File: src/rtl/rf_writeback_arbiter_pkg.sv
// Shared register-file writeback types and constants (package rf_pkg).
// Optional bypass lookup is enabled by defining RF_WB_BYPASS_EN.
package rf_pkg;

    localparam int RF_AW = 5;
    localparam int RF_DW = 32;
    localparam int RF_DEPTH = 4;
    localparam logic [RF_AW-1:0] REG_ZERO = 5'd0;

    // One pending register-file write: destination and result.
    typedef struct packed {
        logic [RF_AW-1:0] rd;
        logic [RF_DW-1:0] data;
    } wb_req_t;

endpackage

File: src/rtl/rf_writeback_arbiter_if.sv
// Bundle of result-producer inputs and RF write-port outputs of the writeback arbiter.
// Bypass query signals exist only when RF_WB_BYPASS_EN is defined.
//
// Handshake: the long-latency source offers a result with lu_valid; the result is
// transferred on a rising edge where lu_valid && lu_ready. lu_ready depends only on
// registered occupancy, never on lu_valid or on a same-cycle pop. The ALU source has
// no backpressure: alu_valid means "take it this edge".
interface rf_writeback_arbiter_if #(
    parameter int DEPTH = 4,
    parameter int DW    = 32,
    parameter int AW    = 5
);
    localparam int CW = $clog2(DEPTH + 1);

    logic            alu_valid;
    logic [AW-1:0]   alu_rd;
    logic [DW-1:0]   alu_data;
    logic            lu_valid;
    logic            lu_ready;
    logic [AW-1:0]   lu_rd;
    logic [DW-1:0]   lu_data;
    logic            RegWrite;
    logic [AW-1:0]   RD_Address;
    logic [DW-1:0]   RDdata;
    logic [2**AW-1:0] pending;
    logic [CW-1:0]   qcount;
`ifdef RF_WB_BYPASS_EN
    logic [AW-1:0]   byp_addr;
    logic            byp_hit;
    logic [DW-1:0]   byp_data;
`endif

    // Producer / hazard-unit side.
    modport master (
        output alu_valid, alu_rd, alu_data,
        output lu_valid, lu_rd, lu_data,
        input  lu_ready,
        input  RegWrite, RD_Address, RDdata,
        input  pending, qcount
`ifdef RF_WB_BYPASS_EN
        , output byp_addr
        , input  byp_hit, byp_data
`endif
    );

    // Arbiter side.
    modport slave (
        input  alu_valid, alu_rd, alu_data,
        input  lu_valid, lu_rd, lu_data,
        output lu_ready,
        output RegWrite, RD_Address, RDdata,
        output pending, qcount
`ifdef RF_WB_BYPASS_EN
        , input  byp_addr
        , output byp_hit, byp_data
`endif
    );

endinterface

File: src/rtl/rf_writeback_arbiter_fifo.sv
// In-order FIFO of long-latency writeback requests (module wb_fifo).
// Exposes per-entry valid bits and destinations for the pending scoreboard; with
// RF_WB_BYPASS_EN defined it also exposes entry data and the head pointer.
module wb_fifo
    import rf_pkg::*;
#(
    parameter int DEPTH = 4,
    parameter int PW    = $clog2(DEPTH),
    parameter int CW    = $clog2(DEPTH + 1)
) (
    input  logic                        clk,
    input  logic                        rst,
    input  logic                        push_i,
    input  wb_req_t                     req_i,
    input  logic                        pop_i,
    output logic                        full_o,
    output logic                        empty_o,
    output logic [CW-1:0]               count_o,
    output wb_req_t                     head_o,
    output logic [DEPTH-1:0]            valid_o,
    output logic [DEPTH-1:0][RF_AW-1:0] entry_rd_o
`ifdef RF_WB_BYPASS_EN
    , output logic [DEPTH-1:0][RF_DW-1:0] entry_data_o
    , output logic [PW-1:0]               rd_ptr_o
`endif
);

    wb_req_t [DEPTH-1:0] mem_q;
    logic [PW-1:0]       wr_ptr_q, wr_ptr_d;
    logic [PW-1:0]       rd_ptr_q, rd_ptr_d;
    logic [CW-1:0]       count_q, count_d;
    logic [DEPTH-1:0]    valid_q, valid_d;
    logic                do_push, do_pop;

    assign full_o  = (count_q == CW'(DEPTH));
    assign empty_o = (count_q == '0);
    assign do_push = push_i && !full_o;
    assign do_pop  = pop_i && !empty_o;
    assign count_o = count_q;
    assign head_o  = mem_q[rd_ptr_q];
    assign valid_o = valid_q;

    // Pointer, occupancy and valid-bit next state; DEPTH is a power of 2 so pointers wrap naturally.
    always_comb begin
        wr_ptr_d = wr_ptr_q;
        rd_ptr_d = rd_ptr_q;
        count_d  = count_q;
        valid_d  = valid_q;
        if (do_pop) begin
            rd_ptr_d          = rd_ptr_q + PW'(1);
            valid_d[rd_ptr_q] = 1'b0;
        end
        if (do_push) begin
            wr_ptr_d          = wr_ptr_q + PW'(1);
            valid_d[wr_ptr_q] = 1'b1;
        end
        case ({do_push, do_pop})
            2'b10:   count_d = count_q + CW'(1);
            2'b01:   count_d = count_q - CW'(1);
            default: count_d = count_q;
        endcase
    end

    // Control state register with synchronous reset.
    always_ff @(posedge clk) begin
        if (rst) begin
            wr_ptr_q <= '0;
            rd_ptr_q <= '0;
            count_q  <= '0;
            valid_q  <= '0;
        end else begin
            wr_ptr_q <= wr_ptr_d;
            rd_ptr_q <= rd_ptr_d;
            count_q  <= count_d;
            valid_q  <= valid_d;
        end
    end

    // Entry storage; contents are meaningless unless the matching valid bit is set.
    always_ff @(posedge clk) begin
        if (!rst && do_push) begin
            mem_q[wr_ptr_q] <= req_i;
        end
    end

    // Flatten entry destinations (and data, when bypass is built) for the top level.
    always_comb begin
        for (int i = 0; i < DEPTH; i++) begin
            entry_rd_o[i] = mem_q[i].rd;
`ifdef RF_WB_BYPASS_EN
            entry_data_o[i] = mem_q[i].data;
`endif
        end
    end

`ifdef RF_WB_BYPASS_EN
    assign rd_ptr_o = rd_ptr_q;
`endif

endmodule

File: src/rtl/rf_writeback_arbiter.sv
// Register-file writeback arbiter: ALU results win the single RF write port every cycle,
// long-latency results queue in a FIFO and drain when the ALU is idle.
// Defining RF_WB_BYPASS_EN adds a combinational forwarding lookup (byp_addr/byp_hit/byp_data).
// DW/AW must match RF_DW/RF_AW of rf_pkg since queued entries use wb_req_t.
module rf_writeback_arbiter
    import rf_pkg::*;
#(
    parameter int DEPTH = RF_DEPTH,
    parameter int DW    = RF_DW,
    parameter int AW    = RF_AW
) (
    input  logic               clk,
    input  logic               rst,
    rf_writeback_arbiter_if.slave wb
);

    localparam int CW = $clog2(DEPTH + 1);
    localparam int PW = $clog2(DEPTH);

    logic                        alu_win;
    logic                        lu_push;
    logic                        fifo_pop;
    logic                        fifo_full, fifo_empty;
    logic [CW-1:0]               fifo_count;
    wb_req_t                     fifo_head;
    wb_req_t                     lu_req;
    logic [DEPTH-1:0]            fifo_valid;
    logic [DEPTH-1:0][RF_AW-1:0] fifo_rd;
    logic [2**AW-1:0]            pending_c;

    logic                        regwrite_q, regwrite_d;
    logic [AW-1:0]               rd_q, rd_d;
    logic [DW-1:0]               data_q, data_d;

    // A zero-destination ALU result is discarded and leaves the port free for the FIFO.
    assign alu_win  = wb.alu_valid && (wb.alu_rd != REG_ZERO);
    // A zero-destination LU result still handshakes but never enters the queue.
    assign lu_push  = wb.lu_valid && !fifo_full && (wb.lu_rd != REG_ZERO);
    assign fifo_pop = !alu_win && !fifo_empty;
    assign lu_req   = '{rd: wb.lu_rd, data: wb.lu_data};

`ifdef RF_WB_BYPASS_EN
    logic [DEPTH-1:0][RF_DW-1:0] fifo_data;
    logic [PW-1:0]               fifo_rd_ptr;
    logic [PW-1:0]               byp_idx;
`endif

    wb_fifo #(.DEPTH(DEPTH)) u_fifo (
        .clk        (clk),
        .rst        (rst),
        .push_i     (lu_push),
        .req_i      (lu_req),
        .pop_i      (fifo_pop),
        .full_o     (fifo_full),
        .empty_o    (fifo_empty),
        .count_o    (fifo_count),
        .head_o     (fifo_head),
        .valid_o    (fifo_valid),
        .entry_rd_o (fifo_rd)
`ifdef RF_WB_BYPASS_EN
        , .entry_data_o (fifo_data)
        , .rd_ptr_o     (fifo_rd_ptr)
`endif
    );

    // Priority mux for the output register: ALU, then FIFO head, else idle with address/data held.
    always_comb begin
        regwrite_d = 1'b0;
        rd_d       = rd_q;
        data_d     = data_q;
        if (alu_win) begin
            regwrite_d = 1'b1;
            rd_d       = wb.alu_rd;
            data_d     = wb.alu_data;
        end else if (!fifo_empty) begin
            regwrite_d = 1'b1;
            rd_d       = fifo_head.rd;
            data_d     = fifo_head.data;
        end
    end

    // RF write-port output register.
    always_ff @(posedge clk) begin
        if (rst) begin
            regwrite_q <= 1'b0;
            rd_q       <= '0;
            data_q     <= '0;
        end else begin
            regwrite_q <= regwrite_d;
            rd_q       <= rd_d;
            data_q     <= data_d;
        end
    end

    // Pending scoreboard: OR of all queued destinations, so duplicates hold the bit until the last pops.
    always_comb begin
        pending_c = '0;
        for (int i = 0; i < DEPTH; i++) begin
            if (fifo_valid[i]) begin
                pending_c[fifo_rd[i]] = 1'b1;
            end
        end
    end

`ifdef RF_WB_BYPASS_EN
    // Forwarding lookup: walk the queue oldest to youngest so the youngest match wins,
    // then let the output register override.
    always_comb begin
        wb.byp_hit  = 1'b0;
        wb.byp_data = '0;
        byp_idx     = '0;
        if (wb.byp_addr != REG_ZERO) begin
            for (int i = 0; i < DEPTH; i++) begin
                byp_idx = fifo_rd_ptr + PW'(i);
                if (fifo_valid[byp_idx] && (fifo_rd[byp_idx] == wb.byp_addr)) begin
                    wb.byp_hit  = 1'b1;
                    wb.byp_data = fifo_data[byp_idx];
                end
            end
            if (regwrite_q && (rd_q == wb.byp_addr)) begin
                wb.byp_hit  = 1'b1;
                wb.byp_data = data_q;
            end
        end
    end
`endif

    assign wb.lu_ready   = !fifo_full;
    assign wb.RegWrite   = regwrite_q;
    assign wb.RD_Address = rd_q;
    assign wb.RDdata     = data_q;
    assign wb.pending    = pending_c;
    assign wb.qcount     = fifo_count;

endmodule

File: src/flat_wrapper.sv
// flat-port wrapper written by rule: the top's interface ports become plain ports
module rf_writeback_arbiter_flat import rf_pkg::*;
#(
    parameter int DEPTH = RF_DEPTH,
    parameter int DW    = RF_DW,
    parameter int AW    = RF_AW
)
  (clk, rst, wb_alu_valid, wb_alu_rd, wb_alu_data, wb_lu_valid, wb_lu_rd, wb_lu_data, wb_lu_ready, wb_RegWrite, wb_RD_Address, wb_RDdata, wb_pending, wb_qcount);
  rf_writeback_arbiter_if #(.DEPTH(DEPTH), .DW(DW), .AW(AW)) wb_i ();
  input  logic clk;
  input  logic rst;
  input wire logic [$bits(wb_i.alu_valid)-1:0] wb_alu_valid;
  input wire logic [$bits(wb_i.alu_rd)-1:0] wb_alu_rd;
  input wire logic [$bits(wb_i.alu_data)-1:0] wb_alu_data;
  input wire logic [$bits(wb_i.lu_valid)-1:0] wb_lu_valid;
  input wire logic [$bits(wb_i.lu_rd)-1:0] wb_lu_rd;
  input wire logic [$bits(wb_i.lu_data)-1:0] wb_lu_data;
  output wire logic [$bits(wb_i.lu_ready)-1:0] wb_lu_ready;
  output wire logic [$bits(wb_i.RegWrite)-1:0] wb_RegWrite;
  output wire logic [$bits(wb_i.RD_Address)-1:0] wb_RD_Address;
  output wire logic [$bits(wb_i.RDdata)-1:0] wb_RDdata;
  output wire logic [$bits(wb_i.pending)-1:0] wb_pending;
  output wire logic [$bits(wb_i.qcount)-1:0] wb_qcount;
  assign wb_i.alu_valid = wb_alu_valid;
  assign wb_i.alu_rd = wb_alu_rd;
  assign wb_i.alu_data = wb_alu_data;
  assign wb_i.lu_valid = wb_lu_valid;
  assign wb_i.lu_rd = wb_lu_rd;
  assign wb_i.lu_data = wb_lu_data;
  assign wb_lu_ready = wb_i.lu_ready;
  assign wb_RegWrite = wb_i.RegWrite;
  assign wb_RD_Address = wb_i.RD_Address;
  assign wb_RDdata = wb_i.RDdata;
  assign wb_pending = wb_i.pending;
  assign wb_qcount = wb_i.qcount;
  rf_writeback_arbiter #(.DEPTH(DEPTH), .DW(DW), .AW(AW)) u_core (.clk(clk), .rst(rst), .wb(wb_i));
endmodule
File: config.mk
export PLATFORM = sky130hd
export DESIGN_NAME = rf_writeback_arbiter_flat
export DESIGN_NICKNAME = d
export VERILOG_FILES = /design/src/rtl/rf_writeback_arbiter_pkg.sv /design/src/rtl/rf_writeback_arbiter_if.sv /design/src/rtl/rf_writeback_arbiter_fifo.sv /design/src/rtl/rf_writeback_arbiter.sv /design/src/flat_wrapper.sv
export SDC_FILE = /design/constraint.sdc
export NUM_CORES = 1
export LEC_CHECK = 0
export CAP_MARGIN = 30
export CORE_MARGIN = 10
export CORE_UTILIZATION = 53
export CTS_CLUSTER_DIAMETER = 150
export CTS_CLUSTER_SIZE = 25
export DETAILED_ROUTE_END_ITERATION = 8
export PLACE_DENSITY = 0.83
export SETUP_SLACK_MARGIN = 0.4
export SLEW_MARGIN = 20
export SYNTH_ARGS = -nofsm -noshare
export SYNTH_HDL_FRONTEND = slang
export SYNTH_SLANG_ARGS = --single-unit
export TNS_END_PERCENT = 1
File: constraint.sdc
create_clock -name clk -period 2.68 [get_ports clk]
set_input_delay 0.268 -clock clk [delete_from_list [all_inputs] [get_ports clk]]
set_output_delay 0.268 -clock clk [all_outputs]
set_load 0.05 [all_outputs]
# Yosys cells after proc, flatten, opt, wreduce, memory -nomap -nowiden
# Index checks and enable logic that the tools add are counted.
dict set report classes {
  magnitude_cmp 12
  reduce_logical 21
  addsub 4
  n_mux 30
  eq_ne 4
  bitwise_logic 6
}
# op n
set ops {}
lappend ops {{$mux W32} 6}
lappend ops {{$bwmux W148} 1}
lappend ops {{$or A32 B32 Y32} 3}
lappend ops {{$bmux W37 S2} 1}
lappend ops {{$demux W37 S2} 1}
lappend ops {{$mux W37} 2}
lappend ops {{$lt A5 B6 Y1 const B} 4}
lappend ops {{$demux W1 S5} 4}
lappend ops {{$ge A5 B1 Y1 const B} 4}
lappend ops {{$logic_and A1 B1 Y1} 13}
lappend ops {{$mux W5} 2}
lappend ops {{$reduce_bool A5 Y1} 2}
lappend ops {{$mux W1} 8}
lappend ops {{$mux W4} 2}
lappend ops {{$lt A2 B3 Y1 const B} 2}
lappend ops {{$pmux W3 S2} 1}
lappend ops {{$add A2 B1 Y2 const B} 2}
lappend ops {{$and A4 B4 Y4} 1}
lappend ops {{$demux W1 S2} 2}
lappend ops {{$ge A2 B1 Y1 const B} 2}
lappend ops {{$logic_not A1 Y1} 4}
lappend ops {{$not A4 Y4} 1}
lappend ops {{$or A4 B4 Y4} 1}
lappend ops {{$add A3 B1 Y3 const B} 1}
lappend ops {{other kinds (7)} 7}
dict set report word_totals {
  regBits 197
  output_inout_bits 74
  elab_cells 92
}

# Logic depth before layout (Yosys ltp)
dict set report depth {
  word_depth 11
  mapped_depth 9
}

# Modules after synthesis
# A second synthesis with hierarchy kept.
dict set report hier_totals {
  hier_cells 603
  area_unflattened_um2 9085.0
}
# module area_per_inst_um2 cells_each seq_area_each_um2 n_inst
set by_module_without_submodules {}
lappend by_module_without_submodules {wb_fifo 6110.9 280 4664.5 1}
lappend by_module_without_submodules {rf_writeback_arbiter 2974.1 323 760.7 1}

# Least setup slack after synthesis
# Ideal clock, no wire load.
dict set report synth_timing {
  kind {flip-flop to flip-flop}
  start {register u_core.u_fifo.count_q[0], in the netlist u_core.u_fifo.count_o[0]}
  end {register u_core.u_fifo.mem_q (netlist bit u_core.u_fifo.entry_rd_o[0]) (enable)}
  path_buffers 0
  path_stages_with_launch 5
  arrival_time_ns 2.578
  setup_time_ns 0.398
  slack_ns -0.296
  cell_sequence {dfxtp_1 > or3b_2 > o211ai_2 > nor2_1 > and2_1}
}
dict set report synth_between {
  elab_chain_cells 6
}
# item line_no
set synth_lines {}
lappend synth_lines {{start, declared} rf_writeback_arbiter_fifo.sv:31} ;# logic [CW-1:0] count_q, count_d;
lappend synth_lines {{start signal, assigned} rf_writeback_arbiter_fifo.sv:74} ;# count_q <= count_d;
lappend synth_lines {{$eq A3 B3 Y1 *} rf_writeback_arbiter_fifo.sv:35} ;# assign full_o = (count_q == CW'(DEPTH));
lappend synth_lines {{$logic_not A1 Y1 *} --}
lappend synth_lines {{net wb_lu_ready} flat_wrapper.sv:18} ;# output wire logic [$bits(wb_i.lu_ready)-1:0] wb_lu_ready;
lappend synth_lines {{$logic_and A1 B1 Y1 (2 in a row)} rf_writeback_arbiter.sv:38} ;# assign lu_push = wb.lu_valid && !fifo_full && (wb.lu_rd != REG_ZERO);
lappend synth_lines {{$logic_and A1 B1 Y1 *} rf_writeback_arbiter_fifo.sv:37} ;# assign do_push = push_i && !full_o;
lappend synth_lines {{$logic_and A1 B1 Y1 *} rf_writeback_arbiter_fifo.sv:81} ;# if (!rst && do_push) begin
lappend synth_lines {{end signal, assigned by index} rf_writeback_arbiter_fifo.sv:82} ;# mem_q[wr_ptr_q] <= req_i;
lappend synth_lines {{end, declared} rf_writeback_arbiter_fifo.sv:28} ;# wb_req_t [DEPTH-1:0] mem_q;
# Mark *: on every way through the listed nets, which the timed path passes. The rest lies on a longest branch.
# A chain may end at the register's enable or synchronous reset.

# Worst setup path in the final report
dict set report layout_timing {
  start {register u_core.u_fifo.valid_q[1], in the netlist u_core.u_fifo.valid_o[1]}
  end {output port wb_pending[16]}
}
dict set report layout_between {
  elab_chain_cells 5
}
# item line_no
set layout_lines {}
lappend layout_lines {{start, declared} rf_writeback_arbiter_fifo.sv:32} ;# logic [DEPTH-1:0] valid_q, valid_d;
lappend layout_lines {{start signal, assigned} rf_writeback_arbiter_fifo.sv:75} ;# valid_q <= valid_d;
lappend layout_lines {{$mux W32 *} rf_writeback_arbiter.sv:99} ;# if (fifo_valid[i]) begin
lappend layout_lines {{$or A32 B32 Y32 (no source line)} --}
lappend layout_lines {{$mux W32 *} rf_writeback_arbiter.sv:99}
lappend layout_lines {{$or A32 B32 Y32 (no source line)} --}
lappend layout_lines {{$mux W32 *} rf_writeback_arbiter.sv:99}
lappend layout_lines {{end, declared} flat_wrapper.sv:22} ;# output wire logic [$bits(wb_i.pending)-1:0] wb_pending;
# Mark *: on every way between the ends. The rest lies on a longest branch, timed or not.

==> run metrics <==
Fmax 415 MHz; status completed; Port Buf Inserts 151; # DRC 0; ANT cells 0; IO Count 152; FF-to-FF path depth 6; worst min path class in -> reg; Avg Inst Size Synth 13.8 um^2; multiplexer share of the synthesized area 0.103; DR vias 6345; FILL cells 1024; Post-synth EDFFs 148; R2R Setup Slk 0.44 ns; H-Tree Depth 4; pin count of the biggest net entering global routing 70; Syn Nets 707; Netlist cell types 47; P_leak 0.00371 uW; Setup CP Type reg -> out; post-synthesis cell area 8540 um^2; initial core utilization 0.539; clock insertion delay at the later pin of the skew report 0.43 ns; die footprint 21600 um^2; most frequent cells in the layout edfxtp_1 (148), clkdlybuf4s50_1 (119), nand2_1 (90); Slew Limit Fails 0; FFs w/ async S/R, synth 0; Chip Height 147 um; Vias per Instance 6.24; Nets 876; final-report hold violation count 0; row cnt 46; combinational family with the most area after synthesis compound AO/OA/AOI/OAI gates; clk buf depth 2; hold path startpoint wb_alu_data[0]; initial DRC count 686; Worst VDD drop 664 uV; critical path arrival 2.14 ns; hpwl dp 16800 um; #FFs+latches synth 197; core footprint 15800 um^2; most common cell after layout, fill and taps aside edfxtp_1; fraction of layout instances using a drive strength above 1 0.201; Reg clk slew, reported paths 0.07 ns; Worst Hold Depth 3; Clock Sinks 197; Post-Synth Adder-Cell Area 0.0155; DR WL/cell 24.2 um; Post-synth top flop edfxtp_1; post-route ant nets 0; die width 147 um; placed cell areas 10500 um^2; Slew headroom 0.604; TritonRoute pass-1 iters 5; largest stage delay on the critical path 0.59 ns; RSZ-0062 raised after global routing yes; CP required 2.41 ns; Ys Warns 0; clock skew 0.00920 ns; Setup crit start kind register; GRT Util Overall 0.226; Remaining Overflow, GRT 0; sequential share of the synthesized area 0.635; minimum clock period 2.41 ns; Fin Setup TNS 0 ns; hold endpoint u_core.wb.RDdata[0]$_SDFFE_PP0P_; Synth Area in Simple Gates 0.104; Post-CTS Hold Buffers 0; Worst Path Max Fanout 9; Pwr Density 814 nW/um^2; post-synthesis xor/xnor area fraction 0.00410; nature of the critical path endpoint primary output; Worst Tran Pin Value 0.592 ns; Routed WL 24600 um; post-route clock period utilization 0.898; number of antenna violations at the first check in global routing 0; post-synthesis cell count 619; RR Startpoint u_core.u_fifo.count_o[2]$_SDFFE_PP0P_; layout overhead on the synthesized area 30.6%; CTS tree done; Synth Area in Compound Gates 0.117; max_cap viols 0; CTS root buf clkbuf_16; vias in the first global route 6603; worst path cell trace or3b_2 > o22ai_1 > a221o_1 > buf_4; global placement routability congestion 0.922; Final Setup Violations 0; Final Cell Area 11100 um^2; first-pass GRT wire length 38100 um; slowest stage cell, crit path dfxtp_1; CTS buffer count 17; worst r2r dst u_core.u_fifo.mem_q[2]$_DFFE_PP_
-- per-layer routing --
| metal | global-route usage | up-vias | part of all wire |
|---|---|---|---|
| met5 | 0 | - | 0 |
| met4 | 0.0842 | 0 | 0.029 |
| met3 | 0.0534 | 53 | 0.070 |
| met2 | 0.388 | 357 | 0.51 |
| met1 | 0.271 | 3146 | 0.39 |
| li1 | - | 2789 | - |
-- kinds of logic after synthesis --
group,count (synthesis)
compound gates,146
xor+xnor,4
fa+ha+maj,10
buf+inv,43
flops,197
mux,41
simple gates,178
-- what timing repair did --
action	CTS	global route
pin swaps	0	0
resized for setup	32	6
setup buffers	3	0
setup endpoints to repair	30	63
-- worst max-delay path by stage --
stage	startpoint	end	slack, ns
floorplan	u_core.u_fifo.count_o[2]$_SDFFE_PP0P_	u_core.u_fifo.count_o[2]$_SDFFE_PP0P_	0.42
global placement	wb_lu_rd[3]	u_core.u_fifo.count_o[2]$_SDFFE_PP0P_	-0.11
detailed placement	wb_lu_rd[3]	u_core.u_fifo.count_o[2]$_SDFFE_PP0P_	-0.11
CTS	u_core.u_fifo.entry_rd_o[16]$_DFFE_PP_	wb_pending[15]	0.30
global route	u_core.u_fifo.entry_rd_o[17]$_DFFE_PP_	wb_pending[18]	0.18
finish	u_core.u_fifo.valid_o[1]$_SDFF_PP0_	wb_pending[16]	0.27
-- power breakdown --
| group | leakage [uW] | switching (uW) | internal (uW) |
|---|---|---|---|
| logic | 0.00168 | 1680 | 1060 |
| clock network | 0.000277 | 1100 | 1430 |
| registers | 0.00175 | 247 | 3570 |
| total | 0.00371 | 3020 | 6060 |
-- state kept, by name, summed over array words and instances, names as in the netlist --
name / flops
u_core.u_fifo.mem_q: 128
u_core.wb.RDdata: 32
u_core.u_fifo.entry_rd_o: 20
u_core.wb.RD_Address: 5
u_core.u_fifo.valid_o: 4
u_core.u_fifo.count_o: 3
u_core.u_fifo.rd_ptr_q: 2
u_core.u_fifo.wr_ptr_q: 2
u_core.wb.RegWrite: 1
-- worst max-delay path: cells and delay by family (launching register included) --
family          cells  cell delay [ns]
flops               1             0.59
simple gates        1             0.58
compound gates      2             0.35
buf+inv             1             0.19
-- layout make-up --
class / instances / area, um^2 / area share
clock buffers: 22 / 464 / 0.0416
clock inverters: 10 / 124 / 0.0111
inverters: 10 / 37.5 / 0.00337
multi-input cells: 379 / 2990 / 0.268
flip-flops and latches: 197 / 5430 / 0.487
well taps: 216 / 270 / 0.0242
repair buffers: 183 / 1830 / 0.164
-- synth_stat cells, types with 2 or more instances --
cell / number / area (um^2)
o21ai_1: 23 / 115
inv_1: 10 / 37.5
or3_1: 4 / 25.0
xnor2_1: 2 / 17.5
nand2_1: 90 / 338
xor2_1: 2 / 17.5
buf_2: 8 / 40.0
o22ai_1: 11 / 68.8
a22oi_1: 12 / 90.1
o21ai_0: 13 / 65.1
or3b_2: 8 / 70.1
o211ai_1: 9 / 67.6
dfxtp_1: 49 / 981
mux4_2: 37 / 833
a221o_1: 11 / 110
a32o_1: 4 / 40.0
clkbuf_1: 19 / 71.3
nor3_1: 2 / 10.0
nand3b_1: 11 / 82.6
buf_1: 2 / 7.51
o221ai_1: 11 / 96.3
ha_1: 9 / 113
a21oi_1: 10 / 50.1
nand3_1: 9 / 45.0
mux2_2: 2 / 22.5
edfxtp_1: 148 / 4440
mux2i_1: 2 / 20.0
a31oi_1: 34 / 213
nor2_1: 25 / 93.8
and2_1: 4 / 25.0
buf_4: 4 / 30.0
nor3b_1: 9 / 67.6
and3b_1: 7 / 61.3
and3_1: 5 / 31.3
-- per-stage QoR --
step | util | hold slack [ns] | worst slack (ns) | total power, uW | cells
finish | 0.704 | 0.443 | 0.273 | 9080 | 1017
global route | 0.704 | 0.446 | 0.182 | 9400 | 1017
CTS | 0.704 | 0.437 | 0.298 | 9110 | 1017
detailed placement | 0.664 | 0.463 | -0.109 | 6580 | 982
global placement | 0.664 | 0.463 | -0.112 | 6500 | 982
floorplan | - | 0.340 | 0.419 | 5560 | 619
No activity file was read; power rests on OpenSTA's default activity.
